--- src/rtl/pic_bank_ctrl_if.sv ---
// rtl/pic_bank_ctrl_if.sv - pixel position in, RAM read port and writer handshake out
interface pic_bank_ctrl_if;
    logic [9:0]  pix_x;
    logic [9:0]  pix_y;
    logic        wr_done_tog;
    logic        rd_en;
    logic [14:0] rd_addr;
    logic        pic_valid;
    logic        wr_bank;
    logic        wr_ready;
    logic        frame_end;
    logic [7:0]  overrun_cnt;

    modport master (
        output pix_x, pix_y, wr_done_tog,
        input  rd_en, rd_addr, pic_valid, wr_bank, wr_ready, frame_end, overrun_cnt
    );

    modport slave (
        input  pix_x, pix_y, wr_done_tog,
        output rd_en, rd_addr, pic_valid, wr_bank, wr_ready, frame_end, overrun_cnt
    );
endinterface

--- src/rtl/pic_bank_ctrl.sv ---
// rtl/pic_bank_ctrl.sv - ping-pong bank controller for the centred VGA picture window
module pic_bank_ctrl #(
    parameter int H_VALID  = 640,
    parameter int V_VALID  = 480,
    parameter int H_PIC    = 98,
    parameter int V_PIC    = 98,
    parameter int PIC_SIZE = 9604
) (
    input  logic           vga_clk,
    input  logic           sys_rst_n,
    pic_bank_ctrl_if.slave bus
);

    localparam int HS = (H_VALID - H_PIC) / 2;
    localparam int VS = (V_VALID - V_PIC) / 2;

    // Window opens one pixel early so RAM q lines up with the first visible pixel.
    localparam logic [9:0]  X_FIRST   = 10'(HS - 1);
    localparam logic [9:0]  X_END     = 10'(HS + H_PIC - 1);
    localparam logic [9:0]  Y_FIRST   = 10'(VS);
    localparam logic [9:0]  Y_END     = 10'(VS + V_PIC);
    localparam logic [9:0]  X_LAST    = 10'(H_VALID - 1);
    localparam logic [9:0]  Y_LAST    = 10'(V_VALID - 1);
    localparam logic [13:0] ADDR_LAST = 14'(PIC_SIZE - 1);

    typedef enum logic [1:0] {
        IDLE = 2'd0,
        SHOW = 2'd1,
        PEND = 2'd2
    } state_t;

    state_t      state;
    state_t      state_nxt;
    logic        sync_s1;
    logic        sync_s2;
    logic        sync_s3;
    logic        wr_done;
    logic        frame_end;
    logic        rd_en;
    logic [13:0] addr_cnt;
    logic        pic_valid;
    logic        have_pic;
    logic        have_pic_nxt;
    logic        rd_bank;
    logic        rd_bank_nxt;
    logic        wr_bank;
    logic        wr_bank_nxt;
    logic        wr_ready;
    logic [7:0]  overrun_cnt;
    logic [7:0]  overrun_nxt;

    always_ff @(posedge vga_clk or negedge sys_rst_n) begin
        if (!sys_rst_n) begin
            sync_s1 <= 1'b0;
            sync_s2 <= 1'b0;
            sync_s3 <= 1'b0;
        end else begin
            sync_s1 <= bus.wr_done_tog;
            sync_s2 <= sync_s1;
            sync_s3 <= sync_s2;
        end
    end

    assign wr_done = sync_s2 ^ sync_s3;

    always_ff @(posedge vga_clk or negedge sys_rst_n) begin
        if (!sys_rst_n) begin
            frame_end <= 1'b0;
        end else begin
            frame_end <= (bus.pix_x == X_LAST) && (bus.pix_y == Y_LAST);
        end
    end

    assign rd_en = (bus.pix_x >= X_FIRST) && (bus.pix_x < X_END) &&
                   (bus.pix_y >= Y_FIRST) && (bus.pix_y < Y_END);

    always_ff @(posedge vga_clk or negedge sys_rst_n) begin
        if (!sys_rst_n) begin
            addr_cnt <= 14'd0;
        end else if (frame_end) begin
            addr_cnt <= 14'd0;
        end else if (rd_en) begin
            addr_cnt <= (addr_cnt == ADDR_LAST) ? 14'd0 : addr_cnt + 14'd1;
        end
    end

    always_ff @(posedge vga_clk or negedge sys_rst_n) begin
        if (!sys_rst_n) begin
            pic_valid <= 1'b0;
        end else begin
            pic_valid <= rd_en && have_pic;
        end
    end

    always_comb begin
        state_nxt    = state;
        have_pic_nxt = have_pic;
        rd_bank_nxt  = rd_bank;
        wr_bank_nxt  = wr_bank;
        overrun_nxt  = overrun_cnt;
        case (state)
            IDLE: begin
                if (wr_done) begin
                    state_nxt = PEND;
                end
            end
            SHOW: begin
                // A coincident frame_end is ignored here; the swap waits a full frame.
                if (wr_done) begin
                    state_nxt = PEND;
                end
            end
            PEND: begin
                if (wr_done && (overrun_cnt != 8'hFF)) begin
                    overrun_nxt = overrun_cnt + 8'd1;
                end
                if (frame_end) begin
                    rd_bank_nxt  = wr_bank;
                    wr_bank_nxt  = ~wr_bank;
                    have_pic_nxt = 1'b1;
                    state_nxt    = SHOW;
                end
            end
            default: begin
                state_nxt = IDLE;
            end
        endcase
    end

    always_ff @(posedge vga_clk or negedge sys_rst_n) begin
        if (!sys_rst_n) begin
            state       <= IDLE;
            have_pic    <= 1'b0;
            rd_bank     <= 1'b0;
            wr_bank     <= 1'b0;
            overrun_cnt <= 8'd0;
            wr_ready    <= 1'b1;
        end else begin
            state       <= state_nxt;
            have_pic    <= have_pic_nxt;
            rd_bank     <= rd_bank_nxt;
            wr_bank     <= wr_bank_nxt;
            overrun_cnt <= overrun_nxt;
            wr_ready    <= (state_nxt != PEND);
        end
    end

    assign bus.rd_en       = rd_en;
    assign bus.rd_addr     = {rd_bank, addr_cnt};
    assign bus.pic_valid   = pic_valid;
    assign bus.wr_bank     = wr_bank;
    assign bus.wr_ready    = wr_ready;
    assign bus.frame_end   = frame_end;
    assign bus.overrun_cnt = overrun_cnt;

endmodule

--- src/flat_wrapper.sv ---
// flat-port wrapper written by rule: the top's interface ports become plain ports
module pic_bank_ctrl_flat 
#(
    parameter int H_VALID  = 640,
    parameter int V_VALID  = 480,
    parameter int H_PIC    = 98,
    parameter int V_PIC    = 98,
    parameter int PIC_SIZE = 9604
)
  (vga_clk, sys_rst_n, bus_pix_x, bus_pix_y, bus_wr_done_tog, bus_rd_en, bus_rd_addr, bus_pic_valid, bus_wr_bank, bus_wr_ready, bus_frame_end, bus_overrun_cnt);
  pic_bank_ctrl_if bus_i ();
  input  logic vga_clk;
  input  logic sys_rst_n;
  input wire logic [$bits(bus_i.pix_x)-1:0] bus_pix_x;
  input wire logic [$bits(bus_i.pix_y)-1:0] bus_pix_y;
  input wire logic [$bits(bus_i.wr_done_tog)-1:0] bus_wr_done_tog;
  output wire logic [$bits(bus_i.rd_en)-1:0] bus_rd_en;
  output wire logic [$bits(bus_i.rd_addr)-1:0] bus_rd_addr;
  output wire logic [$bits(bus_i.pic_valid)-1:0] bus_pic_valid;
  output wire logic [$bits(bus_i.wr_bank)-1:0] bus_wr_bank;
  output wire logic [$bits(bus_i.wr_ready)-1:0] bus_wr_ready;
  output wire logic [$bits(bus_i.frame_end)-1:0] bus_frame_end;
  output wire logic [$bits(bus_i.overrun_cnt)-1:0] bus_overrun_cnt;
  assign bus_i.pix_x = bus_pix_x;
  assign bus_i.pix_y = bus_pix_y;
  assign bus_i.wr_done_tog = bus_wr_done_tog;
  assign bus_rd_en = bus_i.rd_en;
  assign bus_rd_addr = bus_i.rd_addr;
  assign bus_pic_valid = bus_i.pic_valid;
  assign bus_wr_bank = bus_i.wr_bank;
  assign bus_wr_ready = bus_i.wr_ready;
  assign bus_frame_end = bus_i.frame_end;
  assign bus_overrun_cnt = bus_i.overrun_cnt;
  pic_bank_ctrl #(.H_VALID(H_VALID), .V_VALID(V_VALID), .H_PIC(H_PIC), .V_PIC(V_PIC), .PIC_SIZE(PIC_SIZE)) u_core (.vga_clk(vga_clk), .sys_rst_n(sys_rst_n), .bus(bus_i));
endmodule
--- config.mk ---
export PLATFORM = sky130hd
export DESIGN_NAME = pic_bank_ctrl_flat
export DESIGN_NICKNAME = d
export VERILOG_FILES = /design/src/rtl/pic_bank_ctrl_if.sv /design/src/rtl/pic_bank_ctrl.sv /design/src/flat_wrapper.sv
export SDC_FILE = /design/constraint.sdc
export NUM_CORES = 1
export LEC_CHECK = 0
export ABC_AREA = 1
export BUFFER_PORTS_ARGS = -buffer_cell sky130_fd_sc_hd__buf_4
export CORE_MARGIN = 8
export CORE_UTILIZATION = 53
export DETAILED_ROUTE_END_ITERATION = 12
export GPL_TIMING_DRIVEN = 0
export PLACE_DENSITY = 0.88
export RECOVER_POWER = 100
export SYNTH_ARGS = -nofsm -noshare
export SYNTH_HDL_FRONTEND = slang
export SYNTH_SLANG_ARGS = --single-unit
--- constraint.sdc ---
create_clock -name vga_clk -period 1.9 [get_ports vga_clk]
set_input_delay 0.19 -clock vga_clk [delete_from_list [all_inputs] [get_ports vga_clk]]
set_output_delay 0.19 -clock vga_clk [all_outputs]
set_load 0.02 [all_outputs]
==> results.md, run 1 <==
* DR iter-0 viols at ~150
* CP max FO at 9
* Core Util, Final at 0.670
* Layout cells sized above 1 at 0.136
* Clock Skews at about 0.0084 ns
* Vias post-DR at 2000
* F_max at a little under 600 MHz
* Post-Syn Nets at approximately 300
* Die extent in y at around 80 µm
* Tmin final at roughly 1.7 ns
* Final Cycle Share at 0.912
* Post-DP HPWL at roughly 3700 µm
* # rows at 22
* Critical Path RT at ~2.1 ns
* Area Growth Syn to Fin at 21.2%
* ANT nets after route at 0
* Worst Path Arrival at between 1.5 and 2 ns
* Grt ovf at 0
* Hold WC Path Type: in2reg
* Clock-pin slew on the worst setup and hold paths at around 0.080 ns
* Final setup vio count at 0
* Post-Synthesis Cells at between 200 and 300
* CTS Sinks at 33
* Ports at 51
* Max-slew violation count at 0
* Max IR drop VDD at ~0.44 mV
* Library cells used by synthesis at 35
* Setup crit start kind: flip-flop
* Avg Cell Area, Syn at ~7.4 µm²
* #FFs+latches synth at 33
* Unrepaired setup endpoints after global routing: false
* Initial antenna violation count at 0
* Register area share after synthesis at 0.406
* Most frequent cells in the layout: nand2_1, nor2_1, nand3_1
* NumNets Final at ~360
* Initial Utilization at 0.553
* Cell area after synthesis at 2040 µm²
* Status: complete, no violations
* Root Buffer: clkbuf_8
* Max-cap violations at 0
* Total track usage at 0.174
* Max reg flops at 14
* CTS tree: built
* Final Non-Filler Cells at between 300 and 400
* Syn. warnings at 0
* Cts bufs inserted at 5
* Largest net degree at the start of global routing at 34
* Avg WL per Cell at between 10 and 15 µm
* Cell Pwr Density at roughly 830 nW/µm²
* Number of port buffers at 50
* Tot Pwr at 2.06 mW
* Worst setup path class: reg2reg
* DR vias/cell at between 5 and 6
* Diode count at 0
* Setup TNS at 0 ns
* First-pass GRT wire length at 8890 µm
* Vias in the first global route at 2062
* DR pass1 iterations at 4
* Slew HR at 0.467
* Depth of the CTS H-tree at 2
* Largest register by flop count: u_core.addr_cnt
* Post-CTS setup buffer count at 0
* Clk_lat worst skew at 0.29 ns
* Slew @ Worst Pin at approximately 0.8 ns
* Total die area at roughly 6000 µm²
* Most common cell after layout, fill and taps aside: nand2_1
* Placed cell count at roughly 380
* Regs by FF count: u_core.addr_cnt (14), u_core.bus.overrun_cnt (8), u_core.state (2)
* Clock Tree Buf Depth at 2
* DRC Markers at 0
* Pleak at ~1.2 nW
* Die W at about 78 µm
* RD Place Congestion at around 0.90
* Final Hold Viols at 0
* Core Region at 3690 µm²
* Setup crit end kind: flip-flop
* Post-Route WL at 4960 µm
[area by class of cell]
| cell class | instances | area (µm²) |
|---|---|---|
| Inverter | 33 | 126 |
| Fill cell | 344 | 1220 |
| Clock inverter | 2 | 37.5 |
| Clock buffer | 6 | 82.6 |
| Tap cell | 48 | 60.1 |
| Timing Repair Buffer | 52 | 292 |
| Multi-Input combinational cell | 206 | 1010 |
| Buffer | 5 | 33.8 |
| Sequential cell | 33 | 827 |
[per-stage QoR]
step,cell area (µm²),hold WS (ns),setup slack [ns]
after global routing,2470,0.0752,0.0763
after floorplan,2040,-0.106,0.396
after detailed placement,2470,0.155,0.358
after CTS,2600,0.00244,0.313
final,2470,0.0710,0.168
after global placement,2470,0.150,0.398
[per-layer routing]
metal	vias to the layer above	wire length, µm	global-route usage
met2	86	2430	0.303
li1	997	-	-
met1	906	2050	0.187
met5	-	0	0
met3	11	385	0.0569
met4	0	103	0.0815
[power breakdown]
part | switching, mW | internal, mW | total, mW
clock | 0.269 | 0.426 | 0.695
combinational | 0.308 | 0.176 | 0.484
sequential | 0.0949 | 0.782 | 0.877
total | 0.672 | 1.38 | 2.06
[synthesized netlist by cell type]
cell / count / area share
xnor2_1: 5 / 0.021
o21ai_0: 2 / 0.0049
xor2_1: 11 / 0.047
nand4_1: 3 / 0.0092
dfrtp_1: 32 / 0.39
nand3_1: 36 / 0.088
buf_4: 1 / 0.0037
o21bai_4: 1 / 0.0092
buf_6: 1 / 0.0055
dfstp_2: 1 / 0.013
o22ai_1: 1 / 0.0031
nor2_1: 41 / 0.076
nand2_1: 76 / 0.14
a21oi_1: 2 / 0.0049
nor3_2: 1 / 0.0049
inv_4: 1 / 0.0031
inv_1: 30 / 0.055
nor3b_1: 1 / 0.0037
mux2_2: 1 / 0.0055
inv_2: 1 / 0.0018
nor3_1: 3 / 0.0074
nand3_4: 2 / 0.017
or2_2: 1 / 0.0031
nor2_2: 3 / 0.0092
nor4_1: 1 / 0.0031
nand3_2: 1 / 0.0049
nor2_4: 1 / 0.0055
nand2_2: 3 / 0.0092
o31ai_1: 1 / 0.0037
a211oi_1: 1 / 0.0037
clkinv_1: 1 / 0.0018
ha_1: 2 / 0.012
o21ai_1: 3 / 0.0074
buf_2: 3 / 0.0074
nand3b_1: 3 / 0.011
[cells by family (layout without fill, tap and decap cells)]
logic type	Yosys count	count (layout)	share of synthesized area
flops	33	33	0.406
simple gates	176	176	0.392
xor+xnor	16	16	0.0688
fa+ha+maj	2	2	0.0123
buf+inv	38	98	0.0786
mux	1	1	0.00552
compound gates	11	11	0.0368
[critical path, cell delays in order (launching register included)]
cell and delay [ns]:
dfrtp_1 0.40, ha_1 0.24, nand3_2 0.11, nor3_1 0.29, nand3_1 0.15, nand3_2 0.21
inv_4 0.08, nand2_1 0.06, o21ai_0 0.07
[path summary, 6_finish.rpt]
| path | startpoint | end | slack, ns | cells after the start |
|---|---|---|---|---|
| max | u_core.bus.overrun_cnt[1]$_DFFE_PN0P_ | u_core.bus.overrun_cnt[4]$_DFFE_PN0P_ | 0.17 | 8 |
| min | bus_pix_x[8] | u_core.bus.frame_end$_DFF_PN0_ | 0.07 | 2 |
| max reg2reg | u_core.bus.overrun_cnt[1]$_DFFE_PN0P_ | u_core.bus.overrun_cnt[4]$_DFFE_PN0P_ | 0.17 | 8 |
| min reg2reg | u_core.sync_s1$_DFF_PN0_ | u_core.sync_s2$_DFF_PN0_ | 0.35 | 0 |
| max in group asynchronous | sys_rst_n | u_core.addr_cnt[10]$_DFFE_PN0P_ | 0.87 | 2 |
| min in group asynchronous | sys_rst_n | u_core.bus.overrun_cnt[7]$_DFFE_PN0P_ | 0.52 | 2 |
[repair_timing]
action | in CTS | in global routing
gates resized for setup | 0 | 0
endpoints found under the hold margin | 32 | 1
hold buffers | 1 | 1
setup endpoints to repair | 0 | 0
No activity file was read; power rests on OpenSTA's default activity.
==> inputs of run 2 (changes only) <==
Settings changed: PLACE_DENSITY 0.88 to unset, PLACE_DENSITY_LB_ADDON set to 0.05.
==> results.md, run 2 (synthesized netlist as in run 1, its figures left out) <==
* Post-CTS setup buffer count at 0
* Initial antenna violation count at 0
* Clock-pin slew on the worst setup and hold paths at 0.07 ns
* Grt ovf at 0
* Cell Pwr Density at between 800 and 900 nW/µm²
* Cells along the critical path: ha_1, nand3_1, nor3_2, nand3_1, nand3_4, inv_4, nand2_1, o21ai_0
* Largest net degree at the start of global routing at 34
* Worst Path Arrival at roughly 1.8 ns
* Max reg flops at 14
* Slew @ Worst Pin at about 0.78 ns
* Setup crit start kind: flip-flop
* Critical Path RT at 2.06 ns
* Setup crit end kind: flip-flop
* Area of the multi-input gates at roughly 1000 µm²
* Post-cts resize count at 0
* Ports at 51
* CP max FO at 9
* Worst r2r dst: u_core.bus.overrun_cnt[5]$_DFFE_PN0P_
* R2R Setup Slk at ~0.27 ns
* Final setup vio count at 0
* Status: complete, no violations
* # rows at 22
* Placed cell count at 375
* RD Place Congestion at around 0.9
* Slowest-stage cell, CP: dfrtp_1
* GRT busiest layer: met2
* Max IR drop VDD at 0.457 mV
* Clk_lat worst skew at around 0.28 ns
* Slew HR at 0.481
* Layout fillers at between 300 and 400
* Max-cap violations at 0
* Vias in the first global route at 1968
* First-pass GRT wire length at about 8400 µm
* Setup TNS at 0 ns
* Total die area at about 6000 µm²
* GR Util met2 at 0.267
* Avg WL per Cell at about 12 µm
* Cell family with most CP delay: simple AND/OR/NAND/NOR gates
* Area Growth Syn to Fin at 20.9%
* Regs by FF count: u_core.addr_cnt (14), u_core.bus.overrun_cnt (8), u_core.state (2)
* Worst R2R Start: u_core.bus.overrun_cnt[1]$_DFFE_PN0P_
* Final Cycle Share at 0.859
* Setup crit start: u_core.bus.overrun_cnt[1]$_DFFE_PN0P_
* Depth of the CTS H-tree at 2
* Die extent in y at roughly 78 µm
* CP endpoint: u_core.bus.overrun_cnt[5]$_DFFE_PN0P_
* DRC Markers at 0
* M1 GR Usage at 0.199
* Tot Pwr at ~2 mW
* Clock Tree Buf Depth at 2
* CTS Sinks at 33
* Core Region at 3690 µm²
* Number of port buffers at 50
* Diode count at 0
* Cts bufs inserted at 5
* Worst path most repeated cell: nand3_1
* Post-Route WL at between 4000 and 5000 µm
* Max-slew violation count at 0
* Clock Skews at 0.00360 ns
* Tmin final at between 1.5 and 2 ns
* ANT nets after route at 0
* Initial Utilization at 0.553
* Layout cells sized above 1 at 0.134
* Final Non-Filler Cells at about 380
* DR vias/cell at ~5
* Largest register by flop count: u_core.addr_cnt
* Unrepaired setup endpoints after global routing: false
* Buf/Inv on CP at 1
* Final Hold Viols at 0
* Hold_buf cts at 1
* Reg2Reg Depth at 8
* Worst setup path class: reg2reg
* CTS tree: built
* Root Buffer: clkbuf_8
* Met3 Usage GRT at 0.0501
* Post-DP HPWL at approximately 3600 µm
* Pleak at 1.24 nW
* DR iter-0 viols at about 120
* Crit path depth at 8
* NumNets Final at 360
* Most common cell after layout, fill and taps aside: nand2_1
* Total track usage at 0.164
* Slowest stage delay, CP at approximately 0.4 ns
* Reg area at 827 µm²
* Die W at ~78 µm
* Hold WC Path Type: in2reg
* Most frequent cells in the layout: nand2_1, nor2_1, nand3_1
* DR pass1 iterations at 4
* F_max at 613 MHz
* Vias post-DR at 1927
-- run 2: cell type report --
class | count | area share
Sequential cell | 33 | 0.336
Inverter | 33 | 0.0513
Tap cell | 48 | 0.0244
Clock buffer | 7 | 0.0350
Timing Repair Buffer | 51 | 0.114
Multi-Input combinational cell | 206 | 0.413
Buffer | 5 | 0.0137
Clock inverter | 1 | 0.0122
-- run 2: worst min path at each step --
stage,start,to,cells after the start
after floorplan,sys_rst_n,u_core.addr_cnt[0]$_DFFE_PN0P_,0
after global placement,sys_rst_n,u_core.sync_s1$_DFF_PN0_,1
after detailed placement,sys_rst_n,u_core.sync_s1$_DFF_PN0_,1
after CTS,bus_wr_done_tog,u_core.sync_s1$_DFF_PN0_,1
after global routing,bus_wr_done_tog,u_core.sync_s1$_DFF_PN0_,1
final,bus_wr_done_tog,u_core.sync_s1$_DFF_PN0_,1
-- run 2: layer usage --
layer	wire length [µm]	share of wire	vias to the layer above
li1	-	-	996
met3	338	0.072	6
met2	2150	0.45	73
met4	58	0.012	0
met1	2180	0.46	852
met5	0	0	-
-- run 2: worst register-to-register path, cell delays in order (launching register included) --
cell and delay (ns):
dfrtp_1 0.39, ha_1 0.21, nand3_1 0.14, nor3_2 0.24, nand3_1 0.17, nand3_4 0.16
inv_4 0.07, nand2_1 0.05, o21ai_0 0.08
-- run 2: power by group --
group          total, mW  internal [mW]  switching (mW)
registers          0.871          0.783          0.0880
clock network      0.673          0.427           0.246
logic              0.476          0.173           0.303
-- run 2: per-stage QoR --
| step | utilization | instance area (µm²) | hold WS (ns) | setup slack (ns) |
|---|---|---|---|---|
| 6_report | 0.668 | 2460 | 0.0347 | 0.267 |
| 5_1_grt | 0.668 | 2460 | 0.0253 | 0.0902 |
| 4_1_cts | 0.705 | 2600 | 0.00779 | 0.331 |
| 3_5_place_dp | 0.671 | 2470 | 0.150 | 0.345 |
| 3_3_place_gp | 0.671 | 2470 | 0.156 | 0.383 |
| 2_1_floorplan | - | 2040 | -0.106 | 0.396 |
